<file path="src/rtl/legv8_ctrl_pkg.sv">
// Shared types and constants for the LEGv8 multi-cycle fetch/control sequencer:
// FSM states, opcode encodings, ALUOp codes and the decoded control word.
package legv8_ctrl_pkg;

  typedef enum logic [2:0] {
    S_FETCH     = 3'd0,
    S_DECODE    = 3'd1,
    S_EXECUTE   = 3'd2,
    S_MEMORY    = 3'd3,
    S_WRITEBACK = 3'd4,
    S_HALT      = 3'd5
  } state_e;

  typedef enum logic [2:0] {
    CLS_NONE  = 3'd0,
    CLS_RTYPE = 3'd1,
    CLS_LDUR  = 3'd2,
    CLS_STUR  = 3'd3,
    CLS_CBZ   = 3'd4,
    CLS_B     = 3'd5
  } instr_cls_e;

  localparam logic [10:0] OP_ADD  = 11'b10001011000;
  localparam logic [10:0] OP_SUB  = 11'b11001011000;
  localparam logic [10:0] OP_AND  = 11'b10001010000;
  localparam logic [10:0] OP_ORR  = 11'b10101010000;
  localparam logic [10:0] OP_LDUR = 11'b11111000010;
  localparam logic [10:0] OP_STUR = 11'b11111000000;
  localparam logic [7:0]  OP_CBZ  = 8'b10110100;
  localparam logic [5:0]  OP_B    = 6'b000101;

  localparam logic [1:0] ALUOP_LDST  = 2'b00;
  localparam logic [1:0] ALUOP_CBZ   = 2'b01;
  localparam logic [1:0] ALUOP_RTYPE = 2'b10;

  typedef struct packed {
    logic [1:0] alu_op;
    logic       alu_src;
    logic       mem_to_reg;
  } ctrl_word_t;

endpackage

</file>
<file path="src/rtl/legv8_main_decoder.sv">
// Combinational main decoder: IR[31:21] -> control word, legal flag and class.
// CBZ and B are only recognised when LEGV8_BRANCH_EN is defined.
module legv8_main_decoder
  import legv8_ctrl_pkg::*;
(
  input  logic [10:0] opcode,
  output ctrl_word_t  ctrl,
  output logic        legal,
  output instr_cls_e  cls
);

  always_comb begin
    ctrl  = '0;
    legal = 1'b0;
    cls   = CLS_NONE;
    if (opcode == OP_ADD || opcode == OP_SUB || opcode == OP_AND || opcode == OP_ORR) begin
      ctrl  = '{alu_op: ALUOP_RTYPE, alu_src: 1'b0, mem_to_reg: 1'b1};
      legal = 1'b1;
      cls   = CLS_RTYPE;
    end else if (opcode == OP_LDUR) begin
      ctrl  = '{alu_op: ALUOP_LDST, alu_src: 1'b1, mem_to_reg: 1'b0};
      legal = 1'b1;
      cls   = CLS_LDUR;
    end else if (opcode == OP_STUR) begin
      ctrl  = '{alu_op: ALUOP_LDST, alu_src: 1'b1, mem_to_reg: 1'b0};
      legal = 1'b1;
      cls   = CLS_STUR;
`ifdef LEGV8_BRANCH_EN
    end else if (opcode[10:3] == OP_CBZ) begin
      ctrl  = '{alu_op: ALUOP_CBZ, alu_src: 1'b0, mem_to_reg: 1'b0};
      legal = 1'b1;
      cls   = CLS_CBZ;
    end else if (opcode[10:5] == OP_B) begin
      legal = 1'b1;
      cls   = CLS_B;
`endif
    end
  end

endmodule

</file>
<file path="src/rtl/legv8_fetch_control.sv">
// LEGv8 multi-cycle fetch/decode/control sequencer. Branch support (CBZ, B)
// is compiled in with LEGV8_BRANCH_EN; otherwise those encodings halt.
module legv8_fetch_control
  import legv8_ctrl_pkg::*;
#(
  parameter logic [63:0] RESET_PC = 64'h0
) (
  input  logic        clock,
  input  logic        reset_n,
  input  logic        run,
  output logic        imem_req,
  output logic [63:0] imem_addr,
  input  logic        imem_valid,
  input  logic [31:0] imem_rdata,
  input  logic        zero,
  output logic [5:0]  Read1,
  output logic [5:0]  Read2,
  output logic [5:0]  WriteReg,
  output logic [8:0]  SEin,
  output logic [10:0] OpCodefield,
  output logic [1:0]  ALUOp,
  output logic        AluSrc,
  output logic        memtoReg,
  output logic        MemRead,
  output logic        MemWrite,
  output logic        RegWrite,
  output logic [63:0] pc,
  output logic        halted,
  output logic [2:0]  state_dbg
);

  // Handshake: an instruction is accepted on a rising edge where imem_req and
  // imem_valid are both 1; imem_valid is ignored whenever imem_req is 0.
  state_e     state_q, state_d;
  instr_cls_e cls_q, cls_d, dec_cls;
  ctrl_word_t ctrl_q, ctrl_d, dec_ctrl;
  logic       dec_legal, legal_q, legal_d;
  logic [63:0] pc_q, pc_d, pc_inc;
  logic        halted_q, halted_d;
  logic [5:0]  read1_q, read1_d, read2_q, read2_d, write_reg_q, write_reg_d;
  logic [8:0]  sein_q, sein_d;
  logic [10:0] opc_q, opc_d;
  logic        mem_read_q, mem_read_d, mem_write_q, mem_write_d, reg_write_q, reg_write_d;
`ifdef LEGV8_BRANCH_EN
  logic [63:0] off_q, off_d;
`else
  logic [2:0]  unused_bits;
  assign unused_bits = {zero, imem_rdata[11:10]};
`endif

  legv8_main_decoder u_dec (
    .opcode (imem_rdata[31:21]),
    .ctrl   (dec_ctrl),
    .legal  (dec_legal),
    .cls    (dec_cls)
  );

  assign pc_inc = pc_q + 64'd4;

  always_comb begin
    state_d     = state_q;
    pc_d        = pc_q;
    halted_d    = halted_q;
    read1_d     = read1_q;
    read2_d     = read2_q;
    write_reg_d = write_reg_q;
    sein_d      = sein_q;
    opc_d       = opc_q;
    ctrl_d      = ctrl_q;
    cls_d       = cls_q;
    legal_d     = legal_q;
`ifdef LEGV8_BRANCH_EN
    off_d       = off_q;
`endif
    case (state_q)
      S_FETCH: begin
        if (run && imem_valid) begin
          state_d     = S_DECODE;
          opc_d       = imem_rdata[31:21];
          read1_d     = {1'b0, imem_rdata[9:5]};
          write_reg_d = {1'b0, imem_rdata[4:0]};
          read2_d     = (dec_cls == CLS_STUR || dec_cls == CLS_CBZ) ?
                        {1'b0, imem_rdata[4:0]} : {1'b0, imem_rdata[20:16]};
          sein_d      = imem_rdata[20:12];
          ctrl_d      = dec_ctrl;
          cls_d       = dec_cls;
          legal_d     = dec_legal;
`ifdef LEGV8_BRANCH_EN
          // Branch offset is pre-scaled by 4 so EXECUTE only needs one adder.
          off_d = (dec_cls == CLS_CBZ) ? {{43{imem_rdata[23]}}, imem_rdata[23:5], 2'b00}
                                       : {{36{imem_rdata[25]}}, imem_rdata[25:0], 2'b00};
`endif
        end
      end
      S_DECODE: begin
        if (!legal_q) begin
          state_d  = S_HALT;
          halted_d = 1'b1;
        end else begin
          state_d = S_EXECUTE;
        end
      end
      S_EXECUTE: begin
        case (cls_q)
          CLS_RTYPE:          state_d = S_WRITEBACK;
          CLS_LDUR, CLS_STUR: state_d = S_MEMORY;
`ifdef LEGV8_BRANCH_EN
          CLS_CBZ: begin
            state_d = S_FETCH;
            pc_d    = zero ? pc_q + off_q : pc_inc;
          end
          CLS_B: begin
            state_d = S_FETCH;
            pc_d    = pc_q + off_q;
          end
`endif
          default: begin
            state_d  = S_HALT;
            halted_d = 1'b1;
          end
        endcase
      end
      S_MEMORY: begin
        if (cls_q == CLS_LDUR) begin
          state_d = S_WRITEBACK;
        end else begin
          state_d = S_FETCH;
          pc_d    = pc_inc;
        end
      end
      S_WRITEBACK: begin
        state_d = S_FETCH;
        pc_d    = pc_inc;
      end
      default: state_d = S_HALT;
    endcase
    // Strobes are registered against the next state so they line up with it.
    mem_read_d  = (cls_q == CLS_LDUR) && (state_d == S_MEMORY || state_d == S_WRITEBACK);
    mem_write_d = (cls_q == CLS_STUR) && (state_d == S_MEMORY);
    reg_write_d = (state_d == S_WRITEBACK);
  end

  always_ff @(posedge clock or negedge reset_n) begin
    if (!reset_n) begin
      state_q     <= S_FETCH;
      pc_q        <= RESET_PC;
      halted_q    <= 1'b0;
      read1_q     <= '0;
      read2_q     <= '0;
      write_reg_q <= '0;
      sein_q      <= '0;
      opc_q       <= '0;
      ctrl_q      <= '0;
      cls_q       <= CLS_NONE;
      legal_q     <= 1'b0;
      mem_read_q  <= 1'b0;
      mem_write_q <= 1'b0;
      reg_write_q <= 1'b0;
`ifdef LEGV8_BRANCH_EN
      off_q       <= '0;
`endif
    end else begin
      state_q     <= state_d;
      pc_q        <= pc_d;
      halted_q    <= halted_d;
      read1_q     <= read1_d;
      read2_q     <= read2_d;
      write_reg_q <= write_reg_d;
      sein_q      <= sein_d;
      opc_q       <= opc_d;
      ctrl_q      <= ctrl_d;
      cls_q       <= cls_d;
      legal_q     <= legal_d;
      mem_read_q  <= mem_read_d;
      mem_write_q <= mem_write_d;
      reg_write_q <= reg_write_d;
`ifdef LEGV8_BRANCH_EN
      off_q       <= off_d;
`endif
    end
  end

  assign imem_req    = run && (state_q == S_FETCH);
  assign imem_addr   = pc_q;
  assign pc          = pc_q;
  assign halted      = halted_q;
  assign Read1       = read1_q;
  assign Read2       = read2_q;
  assign WriteReg    = write_reg_q;
  assign SEin        = sein_q;
  assign OpCodefield = opc_q;
  assign ALUOp       = ctrl_q.alu_op;
  assign AluSrc      = ctrl_q.alu_src;
  assign memtoReg    = ctrl_q.mem_to_reg;
  assign MemRead     = mem_read_q;
  assign MemWrite    = mem_write_q;
  assign RegWrite    = reg_write_q;
  assign state_dbg   = state_q;

endmodule

</file>
<file path="config.mk">
export PLATFORM = sky130hd
export DESIGN_NAME = legv8_fetch_control
export DESIGN_NICKNAME = d
export VERILOG_FILES = /design/src/rtl/legv8_ctrl_pkg.sv /design/src/rtl/legv8_main_decoder.sv /design/src/rtl/legv8_fetch_control.sv
export SDC_FILE = /design/constraint.sdc
export NUM_CORES = 1
export LEC_CHECK = 0
export BUFFER_PORTS_ARGS = -buffer_cell sky130_fd_sc_hd__buf_4
export CAP_MARGIN = 0
export CORE_UTILIZATION = 30
export CTS_CLUSTER_DIAMETER = 120
export DETAILED_ROUTE_END_ITERATION = 10
export GPL_TIMING_DRIVEN = 0
export PLACE_DENSITY = 0.58
export SYNTH_ARGS = -nofsm -noshare
export SYNTH_HDL_FRONTEND = slang
export SYNTH_SLANG_ARGS = --single-unit
</file>
<file path="constraint.sdc">
create_clock -name clock -period 1.9 [get_ports clock]
set_input_delay 0.57 -clock clock [delete_from_list [all_inputs] [get_ports clock]]
set_output_delay 0.57 -clock clock [all_outputs]
set_load 0.005 [all_outputs]
</file>
Word-level counts from Yosys, hierarchy flattened
Cells that the tools add are included.

$add $sub $neg: 1. Multipliers: 0. Div/mod/pow operators: 0. Magnitude comparators: 0. Equal/unequal tests: 20. Shift-type cells: 0. Multiplexer cells: 20. Bitwise operators: 0. Reduce and logical (&&, ||, !) cells: 17.

Operators with widths (number): 64-bit case mux with 2 select lines (1); 11-bit == test, second input constant (6); 64-bit by 3-bit adder with 64-bit output, second input constant (1); 64-bit two-way mux (1); 3-bit by 2-bit == test with 1-bit output, second input constant (6); 3-bit two-way mux (5); 3-bit case mux with 5 select lines (1); 3-bit == test, second input constant (3); 4-bit two-way mux (2); 3-bit by 1-bit == test with 1-bit output, second input constant (2); 2-bit inequality test, second input constant (3); 3-bit case mux with 2 select lines (1); 1-bit logical OR (5); 1-bit two-way mux (5); 5-bit two-way mux (1); 1-bit logical AND (4); 2-bit two-way mux (2); 2-bit AND reduction (2); 2-bit nonzero test (2); 3-bit logical NOT (1); 3-bit AND reduction (1); 3-bit OR reduction (1); 1-bit case mux with 2 select lines (1); 2-bit OR reduction (1).

Bits in registers: 115. Bits in latches: 0. RAM bits: 0. ROM bits: 0. Bits of input ports: 37. Output and inout port bits: 178. Word-level logic and storage cells: 74. Memories kept: 0.

Logic depth before layout (Yosys ltp)
Gate-level depths: netlist of run 1.

Word-level depth: 8. Depth in mapped cells: 7. Gate-level depth less buffers: 5.

By module
Synthesis of run 1 repeated with hierarchy kept, for this count alone.

Cells, all modules: 507. Area total of the unflattened synthesis: 5728.0 sq um.

By module, submodules not included: legv8_fetch_control (times used 1, cells each 490, area an instance 5615.4 sq um, sequential area each 2802.7 sq um); legv8_main_decoder (times used 1, cells each 17, area an instance 112.6 sq um, sequential area each 0.0 sq um).

Worst setup path before layout of run 1
Ideal clock, no wire load.

Path kind: input to register. Start point: in imem_rdata[21]. End point: reg read2_q[0], in the netlist Read2[0]. Library setup time: 0.137 ns. Data arrival time: 1.870 ns. Required time: 1.763 ns. Slack: -0.107 ns. Cell stages on the path: 6. Path buffers: 1. Path through: or3_1 nor4_1 nor2b_1 buf_2 mux2i_1 a21oi_1.

Cells in the longest elaborated chain, start to end: 8. Elaborated cells on any way between the ends: 16. Classes of those cells: eq/ne: 8; mux: 4; reduce/logical: 4.

Ends and longest elaborated chain: start: declaration (RTL line legv8_fetch_control.sv:14) `input logic [31:0] imem_rdata,`; 11-bit == test (RTL line legv8_main_decoder.sv:16) `if (opcode == OP_ADD || opcode == OP_SUB || opcode == OP_AND || opcode == OP_ORR) begin`; 1-bit logical OR (3 in a row) (RTL line legv8_main_decoder.sv:16); 3-bit two-way mux (*) (RTL line legv8_main_decoder.sv:16); 3-bit by 2-bit == test with 1-bit output / 3-bit == test (equally long branches) (RTL line legv8_fetch_control.sv:82) `read2_d = (dec_cls == CLS_STUR || dec_cls == CLS_CBZ) ?`; 1-bit logical OR (*) (RTL line legv8_fetch_control.sv:82); 5-bit two-way mux (*) (RTL line legv8_fetch_control.sv:82); end signal: assignment (RTL line legv8_fetch_control.sv:167) `read2_q <= read2_d;`; end: declaration (RTL line legv8_fetch_control.sv:40) `logic [5:0] read1_q, read1_d, read2_q, read2_d, write_reg_q, write_reg_d;`.

Every way passes the cells marked *; elsewhere a longest branch is shown, timed or not. A chain may end at the register's enable or synchronous reset.

Worst setup path in the final report of run 1
Start point: reg state_q[1], in the netlist state_dbg[1]. End point: out imem_req.

Cells in the longest elaborated chain, start to end: 2.

Ends and longest elaborated chain: start: declaration (RTL line legv8_fetch_control.sv:34) `state_e state_q, state_d;`; start signal: assignment (RTL line legv8_fetch_control.sv:163) `state_q <= state_d;`; 3-bit logical NOT (RTL line legv8_fetch_control.sv:183) `assign imem_req = run && (state_q == S_FETCH);`; 1-bit logical AND (RTL line legv8_fetch_control.sv:183); end: declaration (RTL line legv8_fetch_control.sv:11) `output logic imem_req,`.

Every way passes these cells.

==> results.json, run 1 <==
{
  "status": "finished, violations left",
  "violations": "negative setup slack",
  "p_seq_share_pct": 49.4,
  "grt_max_degree": 63,
  "startpoint_type": "flip-flop",
  "slew_viol_final": 0,
  "final_cells": 1064,
  "crit_type": "flip-flop to output pin",
  "root_buffer": "clkbuf_16",
  "synth.yosys.seq_area_share_pct": 50.0,
  "grt_pass1_wl_um": 22900,
  "clock_latency_ps": 360,
  "grt_overflow": 0,
  "fin_worst_skew_ps": 8.62,
  "place_area_um2": 7350,
  "seq_area_um2": 2780,
  "ys_seq_elements": 109,
  "io_buffers": 203,
  "synth-edff-count": 0,
  "r2r_slack_ps": -10,
  "core_um2": 17500,
  "swShare_pct": 23.0,
  "fmax_ghz": 0.507,
  "netlist_area_um2": 5450,
  "yosysTopAreaCell": "dfrtp_1",
  "cp.arrival_ps": 1400,
  "dp_worst_setup_slack_ps": -484,
  "final_core_util_pct": 49.0,
  "pwr-share-comb_pct": 6.9,
  "synthToLayoutAreaGrowth_pct": 57.6,
  "dp.cells": 994,
  "post-dp-hpwl_um": 10800,
  "hold_path.class": "input port to asynchronous set/reset pin",
  "multi_input_area_um2": 2530,
  "io_pins": 215,
  "final_cell_area_um2": 8590,
  "final_antenna_net_count": 0,
  "die_width_um": 137,
  "dr_total_vias": 4809,
  "worstPathRequired_ps": 1330,
  "cts_max_path_buffers": 2,
  "p_switching_mw": 1.12,
  "end_kind": "output pin",
  "drc_errors": 0,
  "drive_gt1_share_pct": 55.1,
  "yosysWarnings": 0,
  "fillCellCount": 1696,
  "grt_setup_unrepaired": "yes",
  "p_leak_nw": 4.49,
  "initial_core_util_pct": 31.1,
  "power.total_mw": 4.89,
  "synth.distinct_cells": 46,
  "p_per_area_nw_per_um2": 569,
  "report.final.hold_viol_count": 0,
  "async_flop_share_pct": 100,
  "power_frac_clock_pct": 43.6,
  "synth-main-ff-cell": "dfrtp_1",
  "clkTransAtPathRegs_ps": 70,
  "synth_top_area_share_pct": 50.0,
  "intPower_mw": 3.77,
  "dieArea_um2": 18700,
  "crit_fanout": 4,
  "cts_tree": "done",
  "fin_setup_tns_ps": -80.0,
  "nets": 872,
  "setup_viol": 2,
  "synth_area_leaders": "dfrtp_1 50%, buf_4 9.8%, nand2_1 7.3%",
  "die_h_um": 137,
  "antenna_found_initial": 0,
  "viasPerCell": 4.52,
  "drv_cap": 0,
  "drtPass1Iterations": 4,
  "grt_pass1_vias": 4447,
  "fin_ws_ps": -74.0,
  "gp_congestion": 0.765,
  "timing.hold.ws_ps": 135,
  "cts-buffers-inserted": 9,
  "syn_inst": 558,
  "fin_crit_ps": 1970,
  "vdd_drop_max_v": 0.000563,
  "avgSynthCellArea_um2": 9.77,
  "fin_crit_sh_pct": 104,
  "cts.sinks": 109,
  "avgRoutedWirePerCell_um": 14.4,
  "first_iter_violations": 164,
  "n_antenna_cell": 0,
  "drt_wl_total_um": 15300,
  "grtUsageTotal_pct": 15.8,
  "htreeDepth": 3,
  "std_cell_rows": 48
}
[final cells by class]
type	count	area share (%)
buffer	83	7.21
clock buffer	10	2.78
clock inverter	6	1.11
inverter	13	0.568
multi-input combinational	359	29.5
sequential	109	32.3
tap	225	3.28
timing repair buffer	259	23.3
[critical path: stages (launching register included)]
cell,delay (ps)
dfrtp_1,390
buf_6,130
nor4b_4,350
buf_4,170
[cells in the final DEF (no fill, tap or decap), types with 4 or more instances in the layout]
cell and count:
dfrtp_2 39, buf_6 7, nor3_2 9, nand2_1 105, xor2_1 36, dfrtp_1 70, clkbuf_2 4, clkbuf_16 10
nand4_1 17, and3_1 5, nor3_1 4, nor4_4 9, xnor2_1 25, o21ai_0 4, nand3_1 14, conb_1 8
inv_1 13, nor2_4 4, or3_4 4, mux2i_1 6, nor4_2 6, mux2_2 11, a21oi_1 9, buf_4 324
nor2_1 39
[flip-flops by register name, indices dropped and copies added (netlist names)]
name,cells
halted,1
OpCodefield,11
cls_q,2
Read2,5
legal_q,1
WriteReg,5
imem_addr,62
SEin,9
MemRead,1
MemWrite,1
state_dbg,3
AluSrc,1
Read1,5
RegWrite,1
ALUOp,1
[what timing repair did]
| item | in CTS | in global routing |
|---|---|---|
| setup buffers | 19 | 34 |
| pin swaps | 11 | 24 |
| hold buffers | 0 | 0 |
| gates cloned | 0 | 2 |
| setup endpoints to repair | 81 | 66 |
| endpoints found under the hold margin | 0 | 0 |
| gates resized for setup | 64 | 64 |
[cell families (layout without fill, tap and decap cells)]
family                   count (synthesis)  after routing  share of synthesized area, %
adder cells (fa/ha/maj)                  1              1                         0.229
multiplexers                            17             17                          3.37
other                                    1              8                        0.0688
AO/OA/AOI/OAI                           26             26                          3.35
flip-flops                             109            109                          50.0
buffers and inverters                   97            371                          11.7
AND/OR/NAND/NOR                        246            246                          21.5
XOR/XNOR                                61             61                          9.80
[path summary, 6_finish.rpt]
| path | startpoint | to | cells past startpoint |
|---|---|---|---|
| hold / removal | reset_n | OpCodefield[9]$_DFFE_PN0P_ | 1 |
| max in group asynchronous | reset_n | imem_addr[38]$_DFFE_PN0P_ | 2 |
| min in group clock | imem_rdata[12] | SEin[0]$_DFFE_PN0P_ | 3 |
| setup reg to reg | imem_addr[5]$_DFFE_PN0P_ | imem_addr[17]$_DFFE_PN0P_ | 5 |
| setup / recovery | state_dbg[1]$_DFF_PN0_ | imem_req | 3 |
| hold reg to reg | Read1[4]$_DFFE_PN0P_ | Read1[4]$_DFFE_PN0P_ | 2 |
[power by group through the flow]
stage	sequential, mW	combinational (mW)	clock [mW]
floorplan	2.46	0.105	0
global placement	2.46	0.330	0
detailed placement	2.46	0.341	0
CTS	2.42	0.342	2.20
global route	2.43	0.375	2.28
finish	2.42	0.339	2.13
[synth_stat cells, drive strengths merged, types with 2 or more instances]
library cell / number
a21oi: 9
a32o: 2
and2: 3
and3: 6
and4: 2
buf: 77
clkbuf: 7
dfrtp: 109
inv: 13
mux2: 11
mux2i: 6
nand2: 106
nand2b: 2
nand3: 18
nand4: 18
nor2: 44
nor2b: 2
nor3: 15
nor3b: 2
nor4: 17
nor4b: 2
o2111ai: 3
o21ai: 4
or3: 5
xnor2: 25
xor2: 36
[layer usage]
layer	vias up	global-route usage, %	share of wire (%)
met4	0	3.30	0.85
met3	12	5.85	8.5
met1	2283	19.8	43
met5	-	0	0
li1	2346	-	-
met2	168	26.0	48
Power figures use the tool's default switching activity.
==> inputs of run 2 (changes only) <==
--- a/config.mk
+++ b/config.mk
@@ -7,10 +7,12 @@
 export LEC_CHECK = 0
 export BUFFER_PORTS_ARGS = -buffer_cell sky130_fd_sc_hd__buf_4
 export CAP_MARGIN = 0
+export CORE_ASPECT_RATIO = 0.5
 export CORE_UTILIZATION = 30
 export CTS_CLUSTER_DIAMETER = 120
 export DETAILED_ROUTE_END_ITERATION = 10
 export GPL_TIMING_DRIVEN = 0
+export MAX_ROUTING_LAYER = met4
 export PLACE_DENSITY = 0.58
 export SYNTH_ARGS = -nofsm -noshare
 export SYNTH_HDL_FRONTEND = slang
==> results.json, run 2 (synthesis results as in run 1) <==
{
  "clock_latency_ps": 360,
  "io_pins": 215,
  "root_buffer": "clkbuf_16",
  "avgRoutedWirePerCell_um": 14.0,
  "fin_crit_ps": 1870,
  "fillCellCount": 1663,
  "core_um2": 17600,
  "synthToLayoutAreaGrowth_pct": 55.9,
  "setup_viol": 0,
  "violations": "design-rule violations",
  "viasPerCell": 4.51,
  "post-dp-hpwl_um": 10400,
  "first_iter_violations": 197,
  "antenna_found_initial": 0,
  "grt_setup_unrepaired": "yes",
  "std_cell_rows": 34,
  "drt_wl_total_um": 15000,
  "final_antenna_net_count": 0,
  "grt_pass1_vias": 4460,
  "htreeDepth": 3,
  "p_leak_nw": 4.47,
  "critPathTopFamily": "simple AND/OR/NAND/NOR gates",
  "grt_max_degree": 95,
  "cts.sinks": 109,
  "final_cell_mix": "322 x buf_4, 104 x nand2_1, 83 x dfrtp_1",
  "drv_cap": 0,
  "hold_path.class": "input port to asynchronous set/reset pin",
  "gp_congestion": 0.775,
  "layout_commonest_cell": "buf_4",
  "largest_reg_flops": 62,
  "cts_max_path_buffers": 2,
  "vdd_drop_max_v": 0.000367,
  "n_antenna_cell": 0,
  "cts_tree": "done",
  "seq_area_um2": 2760,
  "status": "finished, violations left",
  "grt_pass1_wl_um": 23300,
  "nets": 870,
  "slew_viol_final": 0,
  "drtPass1Iterations": 7,
  "p_per_area_nw_per_um2": 547,
  "final_cells": 1071,
  "fin_worst_skew_ps": 11.5,
  "max_stage_delay_ps": 400,
  "timing.hold.ws_ps": 33.0,
  "initial_core_util_pct": 31.0,
  "die_width_um": 193,
  "die_h_um": 97.3,
  "cts-buffers-inserted": 9,
  "power.total_mw": 4.65,
  "drc_errors": 18,
  "multi_input_area_um2": 2490,
  "dieArea_um2": 18800,
  "cp.arrival_ps": 2150,
  "io_buffers": 203,
  "crit_fanout": 7,
  "report.final.hold_viol_count": 0,
  "grt_overflow": 0,
  "dp.cells": 1003,
  "crit_buf_inv": 1,
  "fin_crit_sh_pct": 98.2,
  "end_kind": "flip-flop",
  "startpoint_type": "flip-flop",
  "dr_total_vias": 4832,
  "worstPathRequired_ps": 2180,
  "cpMaxStageDelayCell": "dfrtp_1",
  "drive_gt1_share_pct": 53.2,
  "crit_type": "flip-flop to flip-flop",
  "path_cells": "nand4_1, buf_4, nor4_4, o2111ai_4, nor4_2, xnor2_1",
  "fmax_ghz": 0.536,
  "grtUsageTotal_pct": 16.2,
  "clkTransAtPathRegs_ps": 70
}
## run 2: changes by cell type in the layout (fill, tap and decap cells not counted), sizes merged
cell | before | now
inv | 14 | 15
buf | 335 | 332
clkbuf | 17 | 21
bufinv | 2 | 0
clkinvlp | 2 | 0
## run 2: where the power goes
part / switching [mW] / internal (mW) / total (mW)
Clock: 0.879 / 1.01 / 1.89
Combinational: 0.144 / 0.192 / 0.336
Sequential: 0.0473 / 2.37 / 2.42
## run 2: final timing paths
kind / cells after the start / from / end / slack [ps]
worst max-delay path: 6 / imem_addr[28]$_DFFE_PN0P_ / imem_addr[62]$_DFFE_PN0P_ / 30
worst min-delay path: 1 / reset_n / imem_addr[57]$_DFFE_PN0P_ / 30
worst max register to register: 6 / imem_addr[28]$_DFFE_PN0P_ / imem_addr[62]$_DFFE_PN0P_ / 30
worst min register to register: 2 / WriteReg[2]$_DFFE_PN0P_ / WriteReg[2]$_DFFE_PN0P_ / 480
max in group asynchronous: 2 / reset_n / imem_addr[2]$_DFFE_PN0P_ / 1150
min in group clock: 3 / imem_rdata[5] / Read1[0]$_DFFE_PN0P_ / 400
## run 2: cell type report
class / count / area share, %
well taps: 234 / 3.44
clock inverters: 3 / 0.309
repair buffers: 257 / 23.4
clock buffers: 13 / 3.18
plain buffers: 83 / 7.34
inverters: 13 / 0.574
multi-input cells: 359 / 29.3
flip-flops and latches: 109 / 32.5
## run 2: through the flow
step / area [µm²] / setup TNS, ps / setup slack, ps / utilization (%)
6_report: 8500 / 0 / 33.4 / 48.4
5_1_grt: 8500 / -547 / -94.3 / 48.4
4_1_cts: 8070 / -92.7 / -35.1 / 45.9
3_5_place_dp: 7360 / -21780 / -521 / 41.9
3_3_place_gp: 7330 / -21030 / -531 / 41.7
2_1_floorplan: 5510 / -139 / -33.8 / -
## run 2: timing repair
action	in CTS	in global routing
gates cloned	1	1
pin swaps	11	16
gates resized for setup	70	47
hold buffers	0	0
endpoints found under the setup margin	80	58
buffers inserted	23	28
## run 2: routing by layer
layer	vias to the layer above	track usage, %	part of all wire (%)
met4	0	2.97	0.75
met3	12	3.83	4.5
met5	-	-	0
li1	2331	-	-
met2	113	25.9	50
met1	2376	20.9	45
==> inputs of run 3 (changes only) <==
--- a/config.mk
+++ b/config.mk
@@ -8,12 +8,14 @@
 export BUFFER_PORTS_ARGS = -buffer_cell sky130_fd_sc_hd__buf_4
 export CAP_MARGIN = 0
 export CORE_ASPECT_RATIO = 0.5
+export CORE_MARGIN = 2
 export CORE_UTILIZATION = 30
 export CTS_CLUSTER_DIAMETER = 120
 export DETAILED_ROUTE_END_ITERATION = 10
 export GPL_TIMING_DRIVEN = 0
 export MAX_ROUTING_LAYER = met4
 export PLACE_DENSITY = 0.58
+export RECOVER_POWER = 25
 export SYNTH_ARGS = -nofsm -noshare
 export SYNTH_HDL_FRONTEND = slang
 export SYNTH_SLANG_ARGS = --single-unit
==> results.json, run 3 (synthesis results as in run 1) <==
{
  "status": "finished, final reports clean",
  "swShare_pct": 23.0,
  "n_antenna_cell": 0,
  "final_cell_area_um2": 8670,
  "fin_crit_ps": 1900,
  "end_kind": "flip-flop",
  "crit_fanout": 5,
  "multi_input_area_um2": 2510,
  "place_area_um2": 7360,
  "layout_commonest_cell": "buf_4",
  "die_width_um": 195,
  "io_pins": 215,
  "final_cell_mix": "340 x buf_4, 101 x nand2_1, 73 x dfrtp_1",
  "seq_area_um2": 2770,
  "setup_viol": 0,
  "crit_buf_inv": 0,
  "htreeDepth": 3,
  "fillCellCount": 1647,
  "final_antenna_net_count": 0,
  "synthToLayoutAreaGrowth_pct": 59.0,
  "path_cells": "and2b_2, a32oi_4, or3_4, or3_1, xnor2_1",
  "grtUsageTotal_pct": 16.0,
  "avgRoutedWirePerCell_um": 14.1,
  "clock_latency_ps": 350,
  "report.final.hold_viol_count": 0,
  "cts_hold_buf": 0,
  "power.total_mw": 4.74,
  "crit_type": "flip-flop to flip-flop",
  "final_cells": 1088,
  "worst_pin_slew_ps": 1100,
  "dr_total_vias": 4843,
  "fmax_ghz": 0.527,
  "intPower_mw": 3.65,
  "grt_pass1_wl_um": 24200,
  "first_iter_violations": 230,
  "die_h_um": 99.3,
  "nets": 887,
  "slew_viol_final": 0,
  "cts-buffers-inserted": 9,
  "drtPass1Iterations": 4,
  "fin_worst_skew_ps": 8.75,
  "relSlewSlack_pct": 26.8,
  "initial_core_util_pct": 31.0,
  "cpMaxStageDelayCell": "dfrtp_2",
  "antenna_found_initial": 0,
  "grt_pass1_vias": 4680,
  "p_seq_share_pct": 51.0,
  "clkTransAtPathRegs_ps": 80,
  "cts.sinks": 109,
  "cts_tree": "done",
  "cp.arrival_ps": 2140,
  "cts_max_path_buffers": 2,
  "pwr-share-comb_pct": 7.8,
  "largest_reg_flops": 62,
  "dp.cells": 1003,
  "dieArea_um2": 19300,
  "viasPerCell": 4.45,
  "vdd_drop_max_v": 0.000399,
  "power_frac_clock_pct": 41.2,
  "drc_errors": 0,
  "drive_gt1_share_pct": 55.3,
  "worstPathRequired_ps": 2140,
  "core_um2": 17600,
  "grt_max_degree": 70,
  "p_switching_mw": 1.09,
  "io_buffers": 203,
  "grt_overflow": 0,
  "startpoint_type": "flip-flop",
  "p_per_area_nw_per_um2": 547,
  "std_cell_rows": 34,
  "post-dp-hpwl_um": 10700,
  "critPathTopFamily": "simple AND/OR/NAND/NOR gates",
  "grt_setup_unrepaired": "yes",
  "fin_crit_sh_pct": 99.9,
  "root_buffer": "clkbuf_16",
  "p_leak_nw": 4.60,
  "hold_path.class": "input port to asynchronous set/reset pin",
  "drv_cap": 0,
  "gp_congestion": 0.740,
  "drt_wl_total_um": 15300,
  "fin_setup_tns_ps": 0,
  "max_stage_delay_ps": 440,
  "timing.hold.ws_ps": 405
}
run 3: worst paths after layout:
kind,startpoint,to,slack (ps),cells after the start
max,state_dbg[2]$_DFF_PN0_,imem_addr[17]$_DFFE_PN0P_,1,5
min,reset_n,OpCodefield[5]$_DFFE_PN0P_,410,1
max reg2reg,state_dbg[2]$_DFF_PN0_,imem_addr[17]$_DFFE_PN0P_,1,5
min reg2reg,SEin[2]$_DFFE_PN0P_,SEin[2]$_DFFE_PN0P_,480,2
max in group asynchronous,reset_n,imem_addr[37]$_DFFE_PN0P_,560,2
min in group clock,imem_rdata[13],SEin[1]$_DFFE_PN0P_,410,3
run 3: metal layers:
layer	track usage, %	vias up	wire (µm)
met1	21.0	2365	7090
met3	3.87	6	642
met2	25.6	100	7460
li1	-	2372	-
met4	3.02	0	95
met5	-	-	0
run 3: per-stage QoR:
stage | utilization [%] | setup slack (ps)
detailed placement | 41.9 | -528
global placement | 41.7 | -551
global route | 49.3 | -64.3
floorplan | - | -33.8
CTS | 45.6 | -59.0
finish | 49.3 | 1.16
run 3: cell type report:
type,instances,share of cell area [%]
sequential,109,32.0
timing repair buffer,273,24.2
multi-input combinational,359,29.0
clock inverter,5,0.678
inverter,13,0.563
buffer,84,7.43
clock buffer,11,2.80
tap,234,3.38
run 3: timing repair:
action	in CTS	in global routing
gates cloned	1	1
pin swaps	12	23
resized for setup	74	58
setup endpoints to repair	80	75
buffers inserted	15	52
run 3: power by group through the flow:
stage | Clock, mW | Combinational [mW] | Sequential (mW)
after global placement | 0 | 0.327 | 2.46
final | 1.95 | 0.372 | 2.42
after global routing | 2.11 | 0.415 | 2.42
after floorplan | 0 | 0.105 | 2.46
after CTS | 2.01 | 0.342 | 2.42
after detailed placement | 0 | 0.340 | 2.46
